--- src/rtl/panda_risc_v_icb_arb_2to1_pkg.sv ---
// Shared definitions for the 2:1 ICB arbiter.
// This file holds the ICB field widths, the master-ID encoding, and small helper functions.
package panda_risc_v_icb_arb_2to1_pkg;

    localparam int ICB_ADDR_W = 32;
    localparam int ICB_DATA_W = 32;
    localparam int ICB_MASK_W = ICB_DATA_W / 8;

    // Identifies which upstream master owns a command or response.
    typedef enum logic {
        ICB_ARB_ID_S0 = 1'b0,   // instruction fetch unit
        ICB_ARB_ID_S1 = 1'b1    // load/store unit
    } icb_arb_id_e;

    // Returns the master that is not 'id'. The priority pointer uses this to rotate.
    function automatic icb_arb_id_e icb_arb_other(input icb_arb_id_e id);
        return (id == ICB_ARB_ID_S0) ? ICB_ARB_ID_S1 : ICB_ARB_ID_S0;
    endfunction

    // Legal outstanding depths are powers of two from 2 to 16.
    function automatic bit icb_arb_depth_ok(input int depth);
        return (depth >= 2) && (depth <= 16) && ((depth & (depth - 1)) == 0);
    endfunction

endpackage

--- src/rtl/panda_risc_v_icb_arb_2to1_if.sv ---
// ICB command/response bundle.
// The master modport is the side that issues commands.
// The slave modport is the side that accepts them.
interface panda_risc_v_icb_arb_2to1_if;
    import panda_risc_v_icb_arb_2to1_pkg::*;

    logic [ICB_ADDR_W-1:0] cmd_addr;
    logic                  cmd_read;
    logic [ICB_DATA_W-1:0] cmd_wdata;
    logic [ICB_MASK_W-1:0] cmd_wmask;
    logic                  cmd_valid;
    logic                  cmd_ready;

    logic [ICB_DATA_W-1:0] rsp_rdata;
    logic                  rsp_err;
    logic                  rsp_valid;
    logic                  rsp_ready;

    modport master (
        output cmd_addr, cmd_read, cmd_wdata, cmd_wmask, cmd_valid,
        input  cmd_ready,
        input  rsp_rdata, rsp_err, rsp_valid,
        output rsp_ready
    );

    modport slave (
        input  cmd_addr, cmd_read, cmd_wdata, cmd_wmask, cmd_valid,
        output cmd_ready,
        output rsp_rdata, rsp_err, rsp_valid,
        input  rsp_ready
    );

endinterface

--- src/rtl/panda_risc_v_icb_arb_ord_fifo.sv ---
// Order FIFO for the arbiter.
// It remembers which master issued each accepted command, so each response returns
// to the master that issued the command. The FIFO is 1 bit wide and DEPTH entries deep.
module panda_risc_v_icb_arb_ord_fifo
    import panda_risc_v_icb_arb_2to1_pkg::*;
#(
    parameter int DEPTH = 4
) (
    input  logic                   clk,
    input  logic                   rst,
    input  logic                   push,
    input  icb_arb_id_e            push_id,
    input  logic                   pop,
    output icb_arb_id_e            head_id,
    output logic                   empty,
    output logic                   full,
    output logic [$clog2(DEPTH):0] count
);

    localparam int PTR_W = $clog2(DEPTH);
    localparam int CNT_W = PTR_W + 1;
    localparam logic [CNT_W-1:0] CNT_FULL = CNT_W'(DEPTH);

    icb_arb_id_e      mem [DEPTH];
    logic [PTR_W-1:0] wr_ptr;
    logic [PTR_W-1:0] rd_ptr;
    logic [CNT_W-1:0] cnt;
    logic             push_ok;
    logic             pop_ok;

    // Ignore a push when the FIFO is full and a pop when it is empty, so that misuse cannot corrupt the count.
    assign push_ok = push & ~full;
    assign pop_ok  = pop & ~empty;

    // Pointers wrap naturally because DEPTH is a power of two. A push and a pop in the same cycle leave the count unchanged.
    always_ff @(posedge clk) begin
        if (rst) begin
            wr_ptr <= '0;
            rd_ptr <= '0;
            cnt    <= '0;
        end else begin
            if (push_ok) begin
                wr_ptr <= wr_ptr + 1'b1;
            end
            if (pop_ok) begin
                rd_ptr <= rd_ptr + 1'b1;
            end
            if (push_ok && !pop_ok) begin
                cnt <= cnt + 1'b1;
            end else if (pop_ok && !push_ok) begin
                cnt <= cnt - 1'b1;
            end
        end
    end

    // Storage for the entries. Reset is not needed because only the occupied slots are ever read.
    always_ff @(posedge clk) begin
        if (push_ok) begin
            mem[wr_ptr] <= push_id;
        end
    end

    assign head_id = mem[rd_ptr];
    assign empty   = (cnt == '0);
    assign full    = (cnt == CNT_FULL);
    assign count   = cnt;

endmodule

--- src/rtl/panda_risc_v_icb_arb_2to1.sv ---
// 2:1 ICB arbiter that shares one memory slave between the IFU (s0) and the LSU (s1).
// Commands pass through combinationally. Arbitration is round-robin, and a stalled command keeps its grant.
// Responses are steered back to the issuing master in command order.
module panda_risc_v_icb_arb_2to1
    import panda_risc_v_icb_arb_2to1_pkg::*;
#(
    parameter int OUTSTANDING_DEPTH = 4,
    parameter int simulation_delay  = 1
) (
    input  logic                               clk,
    input  logic                               sys_reset,
    panda_risc_v_icb_arb_2to1_if.slave         s0_icb,
    panda_risc_v_icb_arb_2to1_if.slave         s1_icb,
    panda_risc_v_icb_arb_2to1_if.master        m_icb,
    output logic [$clog2(OUTSTANDING_DEPTH):0] outstanding_cnt,
    output logic                               rsp_orphan
);

    // The register-update delay only affects simulation, and this RTL adds no delay of its own.
    // An illegal configuration appears as g_params_invalid in the elaborated hierarchy.
    localparam bit PARAMS_OK = icb_arb_depth_ok(OUTSTANDING_DEPTH) && (simulation_delay >= 0);

    if (!PARAMS_OK) begin : g_params_invalid
    end

    icb_arb_id_e prio_ptr;
    icb_arb_id_e lock_id;
    icb_arb_id_e grant_id;
    icb_arb_id_e head_id;
    logic        locked;
    logic        grant_valid;
    logic        ord_empty;
    logic        ord_full;
    logic        cmd_hs;
    logic        rsp_pop;
    logic        rsp_drop;

    // Grant selection. A command that is stalled keeps the bus. Otherwise a lone requester wins,
    // and when both masters request, the priority pointer decides.
    always_comb begin
        grant_id = ICB_ARB_ID_S0;
        if (locked) begin
            grant_id = lock_id;
        end else if (s0_icb.cmd_valid && s1_icb.cmd_valid) begin
            grant_id = prio_ptr;
        end else if (s1_icb.cmd_valid) begin
            grant_id = ICB_ARB_ID_S1;
        end
    end

    // Command path. This mux places the granted master on the slave bus.
    // The bus is gated off while the FIFO is full or reset is asserted.
    always_comb begin
        m_icb.cmd_addr  = s0_icb.cmd_addr;
        m_icb.cmd_read  = s0_icb.cmd_read;
        m_icb.cmd_wdata = s0_icb.cmd_wdata;
        m_icb.cmd_wmask = s0_icb.cmd_wmask;
        grant_valid     = s0_icb.cmd_valid;
        if (grant_id == ICB_ARB_ID_S1) begin
            m_icb.cmd_addr  = s1_icb.cmd_addr;
            m_icb.cmd_read  = s1_icb.cmd_read;
            m_icb.cmd_wdata = s1_icb.cmd_wdata;
            m_icb.cmd_wmask = s1_icb.cmd_wmask;
            grant_valid     = s1_icb.cmd_valid;
        end
        m_icb.cmd_valid  = grant_valid & ~ord_full & ~sys_reset;
        s0_icb.cmd_ready = m_icb.cmd_ready & ~ord_full & ~sys_reset & (grant_id == ICB_ARB_ID_S0);
        s1_icb.cmd_ready = m_icb.cmd_ready & ~ord_full & ~sys_reset & (grant_id == ICB_ARB_ID_S1);
    end

    assign cmd_hs = m_icb.cmd_valid & m_icb.cmd_ready;

    // Response path. The response goes only to the master at the FIFO head.
    // If nothing is outstanding, the response is accepted and dropped.
    always_comb begin
        s0_icb.rsp_rdata = m_icb.rsp_rdata;
        s1_icb.rsp_rdata = m_icb.rsp_rdata;
        s0_icb.rsp_err   = 1'b0;
        s1_icb.rsp_err   = 1'b0;
        s0_icb.rsp_valid = 1'b0;
        s1_icb.rsp_valid = 1'b0;
        m_icb.rsp_ready  = 1'b1;
        if (!ord_empty) begin
            if (head_id == ICB_ARB_ID_S0) begin
                s0_icb.rsp_valid = m_icb.rsp_valid & ~sys_reset;
                s0_icb.rsp_err   = m_icb.rsp_err;
                m_icb.rsp_ready  = s0_icb.rsp_ready;
            end else begin
                s1_icb.rsp_valid = m_icb.rsp_valid & ~sys_reset;
                s1_icb.rsp_err   = m_icb.rsp_err;
                m_icb.rsp_ready  = s1_icb.rsp_ready;
            end
        end
    end

    assign rsp_pop  = m_icb.rsp_valid & m_icb.rsp_ready & ~ord_empty & ~sys_reset;
    assign rsp_drop = m_icb.rsp_valid & ord_empty & ~sys_reset;

    // Round-robin pointer and grant lock.
    // The pointer moves to the other master on every accepted command.
    // The lock holds while the granted command waits for the slave.
    always_ff @(posedge clk) begin
        if (sys_reset) begin
            prio_ptr <= ICB_ARB_ID_S0;
            locked   <= 1'b0;
            lock_id  <= ICB_ARB_ID_S0;
        end else begin
            if (cmd_hs) begin
                prio_ptr <= icb_arb_other(grant_id);
            end
            locked  <= m_icb.cmd_valid & ~m_icb.cmd_ready;
            lock_id <= grant_id;
        end
    end

    // Orphan-response flag. It is a one-cycle pulse after a response arrives with nothing outstanding.
    always_ff @(posedge clk) begin
        if (sys_reset) begin
            rsp_orphan <= 1'b0;
        end else begin
            rsp_orphan <= rsp_drop;
        end
    end

    panda_risc_v_icb_arb_ord_fifo #(
        .DEPTH   (OUTSTANDING_DEPTH)
    ) u_ord_fifo (
        .clk     (clk),
        .rst     (sys_reset),
        .push    (cmd_hs),
        .push_id (grant_id),
        .pop     (rsp_pop),
        .head_id (head_id),
        .empty   (ord_empty),
        .full    (ord_full),
        .count   (outstanding_cnt)
    );

endmodule

--- src/flat_wrapper.sv ---
// flat-port wrapper written by rule: the top's interface ports become plain ports
module panda_risc_v_icb_arb_2to1_flat import panda_risc_v_icb_arb_2to1_pkg::*;
#(
    parameter int OUTSTANDING_DEPTH = 4,
    parameter int simulation_delay  = 1
)
  (clk, sys_reset, outstanding_cnt, rsp_orphan, s0_icb_cmd_addr, s0_icb_cmd_read, s0_icb_cmd_wdata, s0_icb_cmd_wmask, s0_icb_cmd_valid, s0_icb_cmd_ready, s0_icb_rsp_rdata, s0_icb_rsp_err, s0_icb_rsp_valid, s0_icb_rsp_ready, s1_icb_cmd_addr, s1_icb_cmd_read, s1_icb_cmd_wdata, s1_icb_cmd_wmask, s1_icb_cmd_valid, s1_icb_cmd_ready, s1_icb_rsp_rdata, s1_icb_rsp_err, s1_icb_rsp_valid, s1_icb_rsp_ready, m_icb_cmd_addr, m_icb_cmd_read, m_icb_cmd_wdata, m_icb_cmd_wmask, m_icb_cmd_valid, m_icb_cmd_ready, m_icb_rsp_rdata, m_icb_rsp_err, m_icb_rsp_valid, m_icb_rsp_ready);
  panda_risc_v_icb_arb_2to1_if s0_icb_i ();
  panda_risc_v_icb_arb_2to1_if s1_icb_i ();
  panda_risc_v_icb_arb_2to1_if m_icb_i ();
  input  logic clk;
  input  logic sys_reset;
  output logic [$clog2(OUTSTANDING_DEPTH):0] outstanding_cnt;
  output logic rsp_orphan;
  input wire logic [$bits(s0_icb_i.cmd_addr)-1:0] s0_icb_cmd_addr;
  input wire logic [$bits(s0_icb_i.cmd_read)-1:0] s0_icb_cmd_read;
  input wire logic [$bits(s0_icb_i.cmd_wdata)-1:0] s0_icb_cmd_wdata;
  input wire logic [$bits(s0_icb_i.cmd_wmask)-1:0] s0_icb_cmd_wmask;
  input wire logic [$bits(s0_icb_i.cmd_valid)-1:0] s0_icb_cmd_valid;
  output wire logic [$bits(s0_icb_i.cmd_ready)-1:0] s0_icb_cmd_ready;
  output wire logic [$bits(s0_icb_i.rsp_rdata)-1:0] s0_icb_rsp_rdata;
  output wire logic [$bits(s0_icb_i.rsp_err)-1:0] s0_icb_rsp_err;
  output wire logic [$bits(s0_icb_i.rsp_valid)-1:0] s0_icb_rsp_valid;
  input wire logic [$bits(s0_icb_i.rsp_ready)-1:0] s0_icb_rsp_ready;
  input wire logic [$bits(s1_icb_i.cmd_addr)-1:0] s1_icb_cmd_addr;
  input wire logic [$bits(s1_icb_i.cmd_read)-1:0] s1_icb_cmd_read;
  input wire logic [$bits(s1_icb_i.cmd_wdata)-1:0] s1_icb_cmd_wdata;
  input wire logic [$bits(s1_icb_i.cmd_wmask)-1:0] s1_icb_cmd_wmask;
  input wire logic [$bits(s1_icb_i.cmd_valid)-1:0] s1_icb_cmd_valid;
  output wire logic [$bits(s1_icb_i.cmd_ready)-1:0] s1_icb_cmd_ready;
  output wire logic [$bits(s1_icb_i.rsp_rdata)-1:0] s1_icb_rsp_rdata;
  output wire logic [$bits(s1_icb_i.rsp_err)-1:0] s1_icb_rsp_err;
  output wire logic [$bits(s1_icb_i.rsp_valid)-1:0] s1_icb_rsp_valid;
  input wire logic [$bits(s1_icb_i.rsp_ready)-1:0] s1_icb_rsp_ready;
  output wire logic [$bits(m_icb_i.cmd_addr)-1:0] m_icb_cmd_addr;
  output wire logic [$bits(m_icb_i.cmd_read)-1:0] m_icb_cmd_read;
  output wire logic [$bits(m_icb_i.cmd_wdata)-1:0] m_icb_cmd_wdata;
  output wire logic [$bits(m_icb_i.cmd_wmask)-1:0] m_icb_cmd_wmask;
  output wire logic [$bits(m_icb_i.cmd_valid)-1:0] m_icb_cmd_valid;
  input wire logic [$bits(m_icb_i.cmd_ready)-1:0] m_icb_cmd_ready;
  input wire logic [$bits(m_icb_i.rsp_rdata)-1:0] m_icb_rsp_rdata;
  input wire logic [$bits(m_icb_i.rsp_err)-1:0] m_icb_rsp_err;
  input wire logic [$bits(m_icb_i.rsp_valid)-1:0] m_icb_rsp_valid;
  output wire logic [$bits(m_icb_i.rsp_ready)-1:0] m_icb_rsp_ready;
  assign s0_icb_i.cmd_addr = s0_icb_cmd_addr;
  assign s0_icb_i.cmd_read = s0_icb_cmd_read;
  assign s0_icb_i.cmd_wdata = s0_icb_cmd_wdata;
  assign s0_icb_i.cmd_wmask = s0_icb_cmd_wmask;
  assign s0_icb_i.cmd_valid = s0_icb_cmd_valid;
  assign s0_icb_cmd_ready = s0_icb_i.cmd_ready;
  assign s0_icb_rsp_rdata = s0_icb_i.rsp_rdata;
  assign s0_icb_rsp_err = s0_icb_i.rsp_err;
  assign s0_icb_rsp_valid = s0_icb_i.rsp_valid;
  assign s0_icb_i.rsp_ready = s0_icb_rsp_ready;
  assign s1_icb_i.cmd_addr = s1_icb_cmd_addr;
  assign s1_icb_i.cmd_read = s1_icb_cmd_read;
  assign s1_icb_i.cmd_wdata = s1_icb_cmd_wdata;
  assign s1_icb_i.cmd_wmask = s1_icb_cmd_wmask;
  assign s1_icb_i.cmd_valid = s1_icb_cmd_valid;
  assign s1_icb_cmd_ready = s1_icb_i.cmd_ready;
  assign s1_icb_rsp_rdata = s1_icb_i.rsp_rdata;
  assign s1_icb_rsp_err = s1_icb_i.rsp_err;
  assign s1_icb_rsp_valid = s1_icb_i.rsp_valid;
  assign s1_icb_i.rsp_ready = s1_icb_rsp_ready;
  assign m_icb_cmd_addr = m_icb_i.cmd_addr;
  assign m_icb_cmd_read = m_icb_i.cmd_read;
  assign m_icb_cmd_wdata = m_icb_i.cmd_wdata;
  assign m_icb_cmd_wmask = m_icb_i.cmd_wmask;
  assign m_icb_cmd_valid = m_icb_i.cmd_valid;
  assign m_icb_i.cmd_ready = m_icb_cmd_ready;
  assign m_icb_i.rsp_rdata = m_icb_rsp_rdata;
  assign m_icb_i.rsp_err = m_icb_rsp_err;
  assign m_icb_i.rsp_valid = m_icb_rsp_valid;
  assign m_icb_rsp_ready = m_icb_i.rsp_ready;
  panda_risc_v_icb_arb_2to1 #(.OUTSTANDING_DEPTH(OUTSTANDING_DEPTH), .simulation_delay(simulation_delay)) u_core (.clk(clk), .sys_reset(sys_reset), .s0_icb(s0_icb_i), .s1_icb(s1_icb_i), .m_icb(m_icb_i), .outstanding_cnt(outstanding_cnt), .rsp_orphan(rsp_orphan));
endmodule
--- config.mk ---
export PLATFORM = sky130hd
export DESIGN_NAME = panda_risc_v_icb_arb_2to1_flat
export DESIGN_NICKNAME = d
export VERILOG_FILES = /design/src/rtl/panda_risc_v_icb_arb_2to1_pkg.sv /design/src/rtl/panda_risc_v_icb_arb_2to1_if.sv /design/src/rtl/panda_risc_v_icb_arb_ord_fifo.sv /design/src/rtl/panda_risc_v_icb_arb_2to1.sv /design/src/flat_wrapper.sv
export SDC_FILE = /design/constraint.sdc
export NUM_CORES = 1
export LEC_CHECK = 0
export CORE_AREA = 4 4 125 127
export CTS_CLUSTER_DIAMETER = 80
export DETAILED_ROUTE_END_ITERATION = 12
export DIE_AREA = 0 0 129 131
export PLACE_DENSITY = 0.58
export SETUP_SLACK_MARGIN = 0.15
export SYNTH_ARGS = -nofsm -noshare
export SYNTH_HDL_FRONTEND = slang
export SYNTH_SLANG_ARGS = --single-unit
--- constraint.sdc ---
create_clock -name clk -period 7.72 [get_ports clk]
set_input_delay 1.544 -clock clk [delete_from_list [all_inputs] [get_ports clk]]
set_output_delay 1.544 -clock clk [all_outputs]
set_load 0.005 [all_outputs]
==> run_results.csv <==
group,metric,value,unit
status,status,"completed",
sta,period_minus_slack,5.52,ns
critical_path,cp_cell_sequence,"clkdlybuf4s50_1 -> nand3b_1 -> nand2_4 -> mux2_2 -> clkdlybuf4s50_1",
clocking,cts_buffer_depth,2,
yosys,synth-seq-cells,17,
floorplanning,ios,324,
global_route,grt_pass1_vias,2426,
clocking,root_buffer,"clkbuf_16",
cells_and_area,fin_cells,575,
yosys,ys.flop_type,"dfxtp_1",
power_and_ir_drop,leakagePower,1.54,nW
clocking,insertion_delay,0.24,ns
placement,place.gp.congestion,0.849,
critical_path,slowest_stage,"nand2_4",
cells_and_area,design_area,4240,um^2
yosys,synth_seq_area_share,17.5,%
routing,vias_per_cell,3.88,
cells_and_area,final_common_cell,"clkdlybuf4s50_1",
yosys,synth.distinct_cells,38,
sta,fin_worst_skew,0.00351,ns
sta,max_slew_margin,36.6,%
routing,ant_nets,0,
floorplanning,start_util,15.1,%
routing,drt-total-wl,9360,um
yosys,ys_async_sr_fraction,0,%
sta,rsz0062_at_grt,"false",
cells_and_area,area_delta_synth_final,95.0,%
critical_path,required,6.18,ns
clocking,clkTransAtPathRegs,0.05,ns
placement,io_buffers,227,
routing,first_pass_iters,4,
critical_path,crit_type,"in -> out",
global_route,grt-ovfl-total,0,
cells_and_area,final_nets,577,
sta,max_slew.worst_pin.slew,0.952,ns
routing,vias,2229,
critical_path,crit_arrival,3.98,ns
worst_hold_path,hp-class,"reg -> reg",
sta,hold_violations,0,
clocking,postCtsSetupBuffers,0,
clocking,ctsResizeCount,0,
power_and_ir_drop,irDropWorstVdd,0.0897,mV
critical_path,cpPeakStageDelay,0.73,ns
global_route,grt_max_degree,75,
yosys,syn_area_per_cell,9.33,um^2
clocking,cts.sinks,17,
sta,max_freq,181,MHz
sta,timing.setup.tns,0,ns
yosys,synth_edf_count,4,
placement,hpwlAfterDp,8210,um
placement,dpl.cell_count,571,
critical_path,crit_top_cell,"clkdlybuf4s50_1",
clocking,cts_max_level,1,
clocking,ctsHoldBuffers,0,
cells_and_area,fillCellCount,1492,
global_route,grt_antenna_before_repair,0,
yosys,syn_nets,418,
floorplanning,die_area,16900,um^2
routing,wl_per_cell,16.3,um
yosys,syn_area,2170,um^2
floorplanning,dieHeight,131,um
clocking,cts_tree,"built",
routing,route.detailed.drc,0,
floorplanning,die_w,129,um
routing,initialDrtViolationCount,65,
sta,slew_violations,0,
cells_and_area,drive_above_1_share,10.5,%
placement,post_dp_cell_area,4160,um^2
yosys,synth_warnings,0,
global_route,grt_pass1_wl,13400,um
cells_and_area,diodes,0,
critical_path,cp-start-kind,"input pin",
global_route,track_usage,10.2,%
sta,setup_viol,0,
cells_and_area,register_area,380,um^2
power_and_ir_drop,pwr_density_cell,110,nW/um^2
floorplanning,core_area,14400,um^2
critical_path,cp_max_fo,74,
floorplanning,row_count,44,
cells_and_area,multi_input_area,1260,um^2
sta,post-route-period-util,71.6,%
clocking,cts_made_buffers,3,
flow_run,drv_cap,0,
cells_and_area,final_cell_mix,"clkdlybuf4s50_1 (227), mux2_1 (36), mux2_2 (33)",
power_and_ir_drop,power,0.466,mW
critical_path,cp-end-kind,"output pin",
yosys,netlist_instances,233,
[area by class of cell]
class,instances,area share (%)
multi-input cells,137,29.6
flip-flops and latches,17,8.97
clock buffers,4,1.86
repair buffers,227,53.6
inverters,6,0.531
well taps,184,5.43
[cells in the mapped netlist (3+ instances only)]
| library cell | count | area [um^2] |
|---|---|---|
| buf_2 | 7 | 35.0 |
| mux2_2 | 33 | 372 |
| nand2b_1 | 3 | 18.8 |
| edfxtp_1 | 4 | 120 |
| a21oi_1 | 8 | 40.0 |
| and3_1 | 4 | 25.0 |
| o21ai_0 | 4 | 20.0 |
| dfxtp_1 | 13 | 260 |
| nand2_1 | 5 | 18.8 |
| inv_1 | 6 | 22.5 |
| nor2_1 | 7 | 26.3 |
| ha_1 | 5 | 62.6 |
| mux2_1 | 36 | 405 |
| buf_4 | 64 | 480 |
[worst paths after layout]
| kind | from | endpoint | slack, ns | depth (start not counted) |
|---|---|---|---|---|
| max | s1_icb_cmd_valid | m_icb_cmd_addr[2] | 2.20 | 5 |
| min | u_core.u_ord_fifo.rd_ptr[1]$_SDFFE_PP0P_ | u_core.u_ord_fifo.rd_ptr[1]$_SDFFE_PP0P_ | 0.50 | 1 |
| max reg2reg | flip-flop | u_core.u_ord_fifo.count[2]$_SDFFE_PP0P_ | 4.97 | 8 |
| min reg2reg | u_core.u_ord_fifo.rd_ptr[1]$_SDFFE_PP0P_ | u_core.u_ord_fifo.rd_ptr[1]$_SDFFE_PP0P_ | 0.50 | 1 |
[layer usage]
metal  vias up  wire length (um)  track usage, %
met5         -                 0               0
met4         0               201            2.78
met3        22               917            3.05
met2       111              5000            20.3
met1      1025              3240            10.2
li1       1071                 -               -
[worst max-delay path: cells and delay by family]
family / cells / cell delay [ns]
AND/OR/NAND/NOR: 2 / 0.93
buffers and inverters: 2 / 1.02
multiplexers: 1 / 0.43
[stage by stage]
| step | hold WS [ns] | utilization (%) | worst slack, ns |
|---|---|---|---|
| 6_report | 0.496 | 29.4 | 2.20 |
| 5_1_grt | 0.518 | 29.4 | 2.04 |
| 4_1_cts | 0.506 | 29.4 | 2.17 |
| 3_5_place_dp | 0.487 | 28.9 | 2.17 |
| 3_3_place_gp | 0.465 | 28.9 | 2.22 |
| 2_1_floorplan | 0.437 | - | 3.69 |
[report_power, final]
| group | switching (mW) | internal [mW] | total, mW |
|---|---|---|---|
| Combinational | 0.0819 | 0.177 | 0.259 |
| Sequential | 0.00727 | 0.0977 | 0.105 |
| Clock | 0.0322 | 0.0700 | 0.102 |
| Total | 0.121 | 0.345 | 0.466 |
[kinds of logic (layout without fill, tap and decap cells)]
| family | Yosys count | count (layout) | synth area share, % |
|---|---|---|---|
| buf+inv | 79 | 237 | 25.1 |
| mux | 71 | 71 | 37.2 |
| simple gates | 37 | 37 | 9.61 |
| compound gates | 21 | 21 | 5.98 |
| flops | 17 | 17 | 17.5 |
| fa+ha+maj | 6 | 6 | 3.80 |
| xor+xnor | 2 | 2 | 0.806 |
(Power assumes the default switching activity.)
